$ cat src/rtl/dbus_demux4_pkg.sv
`default_nettype none
// ---------------------------------------------------------------------------
// dbus_demux4_pkg : shared types and constants for the data-bus router
// Revision: 1.0
// ---------------------------------------------------------------------------
package dbus_demux4_pkg;

  localparam int SEL_W = 2;
  localparam int NTGT  = 4;
  localparam int CTR_W = 16;

  typedef enum logic [1:0] {
    ST_IDLE = 2'd0,
    ST_REQ  = 2'd1,
    ST_WAIT = 2'd2,
    ST_DONE = 2'd3
  } state_e;

  function automatic logic [NTGT-1:0] sel_onehot(input logic [SEL_W-1:0] sel);
    sel_onehot = NTGT'(1) << sel;
  endfunction

endpackage
`default_nettype wire

$ cat src/rtl/dbus_timeout_ctr.sv
`default_nettype none
// ---------------------------------------------------------------------------
// dbus_timeout_ctr : cycle counter that flags the last allowed wait cycle
// Revision: 1.0
// ---------------------------------------------------------------------------
module dbus_timeout_ctr
  import dbus_demux4_pkg::*;
(
  input  logic             clk,
  input  logic             rst_n,
  input  logic             clr,
  input  logic             en,
  input  logic [CTR_W-1:0] limit,
  output logic             expired
);

  logic [CTR_W-1:0] count_q, count_d;

  // clear has priority so a REQ->WAIT move restarts the count at zero
  always_comb begin
    count_d = count_q;
    if (clr) begin
      count_d = '0;
    end else if (en) begin
      count_d = count_q + CTR_W'(1);
    end
  end

  always_ff @(posedge clk) begin
    if (!rst_n) begin
      count_q <= '0;
    end else begin
      count_q <= count_d;
    end
  end

  assign expired = en && (count_q == (limit - CTR_W'(1)));

endmodule
`default_nettype wire

$ cat src/rtl/dbus_demux4.sv
`default_nettype none
// ---------------------------------------------------------------------------
// dbus_demux4 : one-initiator to four-target load/store router with timeout
// Revision: 1.0
// ---------------------------------------------------------------------------
module dbus_demux4
  import dbus_demux4_pkg::*;
#(
  parameter int DW      = 32,
  parameter int AW      = 32,
  parameter int SEL_LSB = 28,
  parameter int TIMEOUT = 255
)(
  input  logic               clk,
  input  logic               rst_n,
  input  logic               m_valid,
  output logic               m_ready,
  input  logic               m_we,
  input  logic [AW-1:0]      m_addr,
  input  logic [DW-1:0]      m_wdata,
  output logic               m_rvalid,
  output logic [DW-1:0]      m_rdata,
  output logic               m_err,
  output logic [NTGT-1:0]    s_valid,
  input  logic [NTGT-1:0]    s_ready,
  output logic               s_we,
  output logic [AW-1:0]      s_addr,
  output logic [DW-1:0]      s_wdata,
  input  logic [NTGT-1:0]    s_rvalid,
  input  logic [NTGT*DW-1:0] s_rdata
);

  state_e           state_q, state_d;
  logic             we_q, we_d;
  logic [AW-1:0]    addr_q, addr_d;
  logic [DW-1:0]    wdata_q, wdata_d;
  logic [SEL_W-1:0] sel_q, sel_d;
  logic [DW-1:0]    rdata_q, rdata_d;
  logic             err_q, err_d;

  logic             ctr_clr, ctr_en, ctr_expired;
  logic             tgt_ready, tgt_rvalid;
  logic [DW-1:0]    tgt_rdata;

  always_comb begin
    tgt_rdata = '0;
    for (int i = 0; i < NTGT; i++) begin
      if (sel_q == SEL_W'(i)) begin
        tgt_rdata = s_rdata[i*DW +: DW];
      end
    end
  end

  assign tgt_ready  = s_ready[sel_q];
  assign tgt_rvalid = s_rvalid[sel_q];

  dbus_timeout_ctr u_timeout (
    .clk     (clk),
    .rst_n   (rst_n),
    .clr     (ctr_clr),
    .en      (ctr_en),
    .limit   (CTR_W'(TIMEOUT)),
    .expired (ctr_expired)
  );

  always_comb begin
    state_d = state_q;
    we_d    = we_q;
    addr_d  = addr_q;
    wdata_d = wdata_q;
    sel_d   = sel_q;
    rdata_d = rdata_q;
    err_d   = err_q;
    ctr_clr = 1'b0;
    ctr_en  = 1'b0;
    unique case (state_q)
      ST_IDLE: begin
        if (m_valid && m_ready) begin
          we_d    = m_we;
          addr_d  = m_addr;
          wdata_d = m_wdata;
          sel_d   = m_addr[SEL_LSB +: SEL_W];
          ctr_clr = 1'b1;
          state_d = ST_REQ;
        end
      end
      ST_REQ: begin
        ctr_en = 1'b1;
        // a handshake on the timeout cycle still completes normally
        if (tgt_ready) begin
          if (we_q) begin
            rdata_d = '0;
            err_d   = 1'b0;
            state_d = ST_DONE;
          end else if (tgt_rvalid) begin
            rdata_d = tgt_rdata;
            err_d   = 1'b0;
            state_d = ST_DONE;
          end else begin
            ctr_clr = 1'b1;
            state_d = ST_WAIT;
          end
        end else if (ctr_expired) begin
          rdata_d = '0;
          err_d   = 1'b1;
          state_d = ST_DONE;
        end
      end
      ST_WAIT: begin
        ctr_en = 1'b1;
        if (tgt_rvalid) begin
          rdata_d = tgt_rdata;
          err_d   = 1'b0;
          state_d = ST_DONE;
        end else if (ctr_expired) begin
          rdata_d = '0;
          err_d   = 1'b1;
          state_d = ST_DONE;
        end
      end
      ST_DONE: begin
        state_d = ST_IDLE;
      end
      default: begin
        state_d = ST_IDLE;
      end
    endcase
  end

  always_ff @(posedge clk) begin
    if (!rst_n) begin
      state_q <= ST_IDLE;
      we_q    <= 1'b0;
      addr_q  <= '0;
      wdata_q <= '0;
      sel_q   <= '0;
      rdata_q <= '0;
      err_q   <= 1'b0;
    end else begin
      state_q <= state_d;
      we_q    <= we_d;
      addr_q  <= addr_d;
      wdata_q <= wdata_d;
      sel_q   <= sel_d;
      rdata_q <= rdata_d;
      err_q   <= err_d;
    end
  end

  assign m_ready  = (state_q == ST_IDLE) && rst_n;
  assign m_rvalid = (state_q == ST_DONE);
  assign m_rdata  = rdata_q;
  assign m_err    = err_q;
  assign s_valid  = (state_q == ST_REQ) ? sel_onehot(sel_q) : '0;
  assign s_we     = we_q;
  assign s_addr   = addr_q;
  assign s_wdata  = wdata_q;

endmodule
`default_nettype wire

$ cat config.mk
export PLATFORM = sky130hd
export DESIGN_NAME = dbus_demux4
export DESIGN_NICKNAME = d
export VERILOG_FILES = /design/src/rtl/dbus_demux4_pkg.sv /design/src/rtl/dbus_timeout_ctr.sv /design/src/rtl/dbus_demux4.sv
export SDC_FILE = /design/constraint.sdc
export NUM_CORES = 1
export LEC_CHECK = 0
export CAP_MARGIN = 40
export CORE_MARGIN = 4
export CORE_UTILIZATION = 41
export CTS_BUF_LIST = sky130_fd_sc_hd__clkbuf_8
export DETAILED_ROUTE_END_ITERATION = 12
export GPL_ROUTABILITY_DRIVEN = 0
export PLACE_DENSITY = 0.82
export RECOVER_POWER = 25
export SYNTH_ARGS = -nofsm -noshare
export SYNTH_HDL_FRONTEND = slang
export SYNTH_HIERARCHICAL = 1
export SYNTH_SLANG_ARGS = --single-unit
export TNS_END_PERCENT = 1
$ cat constraint.sdc
create_clock -name clk -period 2.9 [get_ports clk]
set_input_delay 0.29 -clock clk [delete_from_list [all_inputs] [get_ports clk]]
set_output_delay 0.29 -clock clk [all_outputs]
set_load 0.1 [all_outputs]
======== Yosys cells after proc, flatten, opt, wreduce, memory -nomap -nowiden ========
Index checks and enable logic that the tools add are counted.
storage, ports and cells
  flip-flop bits (word level) ............. 118
  output and inout bits ................... 104
cells by class
  add/sub/neg operators ................... 1
  magnitude comparators ................... 1
  equal/unequal tests ..................... 9
  shift operators ......................... 1
  mux-type cells .......................... 34
  bitwise gates (word level) .............. 1
  reduce and logical (&&, ||, !) cells .... 10
operator list
  kind                                                                          count
  32-bit 2-to-1 mux                                                             9
  32-bit case mux with 2 select lines                                           1
  16-bit by 1-bit adder with 16-bit output, second input constant               1
  16-bit by 8-bit equality test with 1-bit output, second input constant        1
  1-bit 2-to-1 mux                                                              14
  2-bit equality test, second input constant                                    4
  2-bit 2-to-1 mux                                                              4
  2-bit case mux with 4 select lines                                            1
  1-bit binary-select mux with 2-bit select                                     2
  2-bit by 1-bit equality test with 1-bit output, second input constant         2
  2-bit zero test                                                               2
  4-bit 2-to-1 mux                                                              1
  4-bit != test, second input constant                                          1
  1-bit case mux with 2 select lines                                            2
  2-bit AND reduction                                                           2
  2-bit OR reduction                                                            2
  1-bit by 2-bit << shifter with 4-bit output, first input constant             1
  1-bit logical AND                                                             3
  2-bit by 3-bit less-than comparator with 1-bit output, second input constant  1
  2-bit != test, second input constant                                          1
  2-bit nonzero test                                                            1
  1-bit inverter                                                                1

======== Depth between registers and ports, before layout ========
  word-level depth ........................ 9
  mapped depth ............................ 12
  mapped depth without buffers ............ 12

======== Cells and area by module ========
The synthesis kept the hierarchy.
by module, submodules not included
  module            times used  cells an instance  area each (sq um)  seq. area each (sq um)
  dbus_demux4       1           525                4817.1             2001.9
  dbus_timeout_ctr  1           141                1166.1             320.3

======== Worst setup path before layout ========
Ideal clock, no wire load.
  kind .................................... reg-to-output
  start ................................... register s_addr[28] (netlist name)
  end ..................................... output s_valid[1]
  data arrival time ....................... 3.063 ns
  required time ........................... 2.610 ns
  slack ................................... -0.453 ns
  stages on the path, launching flop included .. 6
  buffers on the path ..................... 3
  cells stage by stage .................... dfxtp_1 > buf_2 > buf_2 > buf_4 > nand2_1 > nor2_1
RTL lines
  item              RTL line           RTL
  end: declaration  dbus_demux4.sv:24  output logic [NTGT-1:0] s_valid,

======== Final worst setup path ========
  start ................................... register state_q[0]
  end ..................................... register rdata_q[30], in the netlist m_rdata[30]
on the way
  word-level cells in the longest chain between the ends .. 7
  elaborated cells on any way between the ends .. 12
  classes of those cells .................. eq/ne (3); mux (5); reduce/logical (4)
ends and longest elaborated chain
  item                                                                                          RTL line                RTL
  start: declaration                                                                            dbus_demux4.sv:33       state_e state_q, state_d;
  start signal: assignment                                                                      dbus_demux4.sv:140      state_q <= state_d;
  2-bit by 1-bit equality test with 1-bit output / 2-bit equality test (equally long branches)  dbus_demux4.sv:76       unique case (state_q)
  2-bit OR reduction (no line) *                                                                -
  1-bit 2-to-1 mux *                                                                            dbus_demux4.sv:76
  named net ctr_en                                                                              dbus_demux4.sv:41       logic ctr_clr, ctr_en, ctr_expired;
  1-bit logical AND *                                                                           dbus_timeout_ctr.sv:37  assign expired = en && (count_q == (limit - CTR_W'(1)));
  named net ctr_expired                                                                         dbus_demux4.sv:41
  32-bit 2-to-1 mux *                                                                           -
  32-bit 2-to-1 mux (on tied branches)                                                          -
  32-bit case mux with 2 select lines *                                                         dbus_demux4.sv:76
  end signal: assignment                                                                        dbus_demux4.sv:145      rdata_q <= rdata_d;
  end: declaration                                                                              dbus_demux4.sv:38       logic [DW-1:0] rdata_q, rdata_d;
The timed path passes the listed nets; every way through them passes the cells marked *.
A chain may end at the register's enable or synchronous reset.

==> metrics.md <==
| Metric | Value |
|---|---|
| Via count | `5916` |
| Worst Path Class, Setup | `register to register` |
| Tcrit/Tclk final | `0.893` |
| Top-area cell type share of the netlist area | `0.388` |
| Area delta synth->final | `55.9%` |
| Die area | `roughly 17000 um2` |
| Int Power | `around 4.2 mW` |
| Synth async-reset ratio | `0` |
| Mapped Area | `roughly 6000 um2` |
| Total Routing Usage GR | `0.225` |
| Sequential share of the synthesized area | `0.388` |
| Rows | `43` |
| Synth top cells by count | `nand2_1, dfxtp_1, o21ai_0, clkbuf_1, mux4_2` |
| Critical Path Source Type | `register` |
| Detailed placement HPWL | `between 10 and 15 mm` |
| Synth Flop Type | `dfxtp_1` |
| Initial core utilization | `0.424` |
| 1st-pass router iterations | `5` |
| Hold slack | `slightly above 0.4 ns` |
| CTS Buf Count | `17` |
| Clock power share | `0.190` |
| Clk Latency, worst-skew pair | `~0.43 ns` |
| Vias per cell | `between 4 and 5` |
| Unrepaired setup endpoints after global routing | `no` |
| I/O Buffers | `307` |
| Logic pwr share | `0.564` |
| Routed len/inst | `16.3 um` |
| Clock tree buffer depth | `2` |
| H-tree depth | `4` |
| Layout Skew | `approximately 0.011 ns` |
| Post-route DRC | `0` |
| Pwr dens | `just under 1000 nW/um2` |
| Cell area after placement | `9060 um2` |
| Peak VDD IR | `approximately 0.66 mV` |
| Die extent in y | `129 um` |
| Number of global-route vias before repair | `5718` |
| Ys Warns | `6` |
| Final Util | `0.662` |
| Post-route cell area | `~9300 um2` |
| Final WS setup | `between 0.3 and 0.4 ns` |
| Final setup violation count | `0` |
| Area contributors post-synth | `dfxtp_1, nand2_1, mux4_2` |
| Slew @ Worst Pin | `1.23 ns` |
| Pleak | `3.56 nW` |
| Post-synth EDFFs | `0` |
| Switching Share | `0.529` |
| Slew HR | `0.182` |
| Syn_area_per_cell | `between 8 and 9 um2` |
| # Post-CTS Setup Buffers | `0` |
| Clk root buf | `clkbuf_8` |
| Critical Path Sink Type | `register` |
| Initial DRC Count | `slightly below 400` |
| Filler cells | `1211` |
| Sequential Power Share | `0.246` |
| Status | `complete, no violations` |
| Cell taking the most area after synthesis | `dfxtp_1` |
| Yosys reg bits | `116` |
| Area of the multi-input gates | `about 3600 um2` |
| Final WL | `around 20 mm` |
| Max-cap violations | `0` |
| Post-layout total power | `~9.0 mW` |
| Number of distinct library cells after synthesis | `56` |
| CP max FO | `32` |
| Min Tclk post-route | `~2.6 ns` |
| Resized Gates After CTS | `0` |
| Die W | `around 130 um` |
| Final Max Slew Viols | `0` |
| Seq. cell area | `roughly 2300 um2` |
| Initial antenna violation count | `3` |
| CTS sink cnt | `116` |
| HP Class | `input port to register` |
| Pre-CTS setup slack | `between 0.3 and 0.4 ns` |
| Share of layout cells above drive strength 1 | `0.170` |
| WP data required | `between 3 and 4 ns` |
| GR Overflow Total | `0` |
| Final Hold Fails | `0` |
| Fmax achieved | `about 0.39 GHz` |
| I/O Pins | `approximately 300` |
| CTS Hold Buffers Added | `0` |
| CORE AREA | `~14000 um2` |
| Largest net degree at the start of global routing | `around 110` |
| Synth Instances | `roughly 670` |
| Reported net switching power | `around 4.8 mW` |
| Post-route ant nets | `0` |
| Count leader, synth | `nand2_1` |
| TritonCTS clock tree | `done` |
| Data arrival, critical path | `approximately 2.9 ns` |
| Final net count | `between 1000 and 1500` |
| First-pass GRT wire length | `just under 30 mm` |
| Clk slew on worst S/H paths | `about 0.08 ns` |
[power by group through the flow]
stage / registers (mW) / clock network, mW / logic, mW
floorplan: 4.66 / 0 / 1.71
global placement: 2.24 / 0 / 5.21
detailed placement: 2.25 / 0 / 5.24
CTS: 2.22 / 1.74 / 5.25
global route: 2.27 / 1.83 / 5.30
finish: 2.22 / 1.71 / 5.07
[per-layer routing]
layer	global-route usage	up-vias	wire, um
li1	-	2921	-
met1	0.262	2722	7610
met2	0.386	242	9790
met3	0.0776	29	1740
met4	0.0784	2	403
met5	0	-	11
[path summary, 6_finish.rpt]
| kind | end | slack (ns) | startpoint | depth (start not counted) |
|---|---|---|---|---|
| min | s_wdata[12] | 0.41 | m_wdata[12] | 3 |
| max | m_rdata[30] | 0.31 | state_q[0] | 8 |
| min reg2reg | s_addr[7] | 0.46 | s_addr[7] | 2 |
| max reg2reg | m_rdata[30] | 0.31 | state_q[0] | 8 |
[cell families after synthesis]
logic type / count (synthesis) / synth area share
muxes: 40 / 0.136
DFF: 116 / 0.388
other: 2 / 0.00126
buffers and inverters: 56 / 0.0487
AOI/OAI and AO/OA: 128 / 0.159
xor gates and xnor gates: 34 / 0.0498
and+or+nand+nor: 283 / 0.203
adders and majority gates: 7 / 0.0146
[registers in the layout, summed over array words and instances (netlist names)]
name / cells
m_rdata: 32
s_wdata: 32
u_timeout/count_q: 16
m_err: 1
state_q: 2
s_we: 1
s_addr: 32
[critical path: stages, from the launching register on]
cell,delay (ns)
dfxtp_1,0.43
inv_1,0.11
ha_1,0.32
o2111ai_1,0.12
a2111oi_2,0.23
nand3_1,0.15
nor4_2,0.38
o21a_4,0.55
o22ai_1,0.16
[final cells by class]
| class | instances | share of cell area |
|---|---|---|
| Multi-Input combinational cell | 546 | 0.383 |
| Timing Repair Buffer | 316 | 0.290 |
| Sequential cell | 116 | 0.249 |
| Clock buffer | 21 | 0.0310 |
| Tap cell | 180 | 0.0241 |
| Clock inverter | 11 | 0.0184 |
| Inverter | 8 | 0.00322 |
| Antenna cell | 2 | 0.000536 |
[stage by stage]
stage / cells / TNS (ns)
6_report: 1200 / 0
5_1_grt: 1200 / 0
4_1_cts: 1198 / 0
3_5_place_dp: 1166 / 0
3_3_place_gp: 1166 / 0
2_1_floorplan: 718 / -1.38
[layout by cell type (no fill, tap or decap), types with 7 or more instances in the layout]
cell type / count
and3_1: 7
nand3_1: 12
clkdlybuf4s50_1: 202
xor2_1: 14
nor2_1: 30
inv_1: 8
xnor2_1: 20
o21ai_0: 68
clkbuf_8: 21
o22ai_2: 30
dfxtp_1: 114
nand2_1: 203
mux4_2: 32
conb_1: 54
buf_4: 60
ha_1: 7
clkbuf_1: 52
a21oi_1: 9
Note: power is estimated with default switching activity, not from simulation.
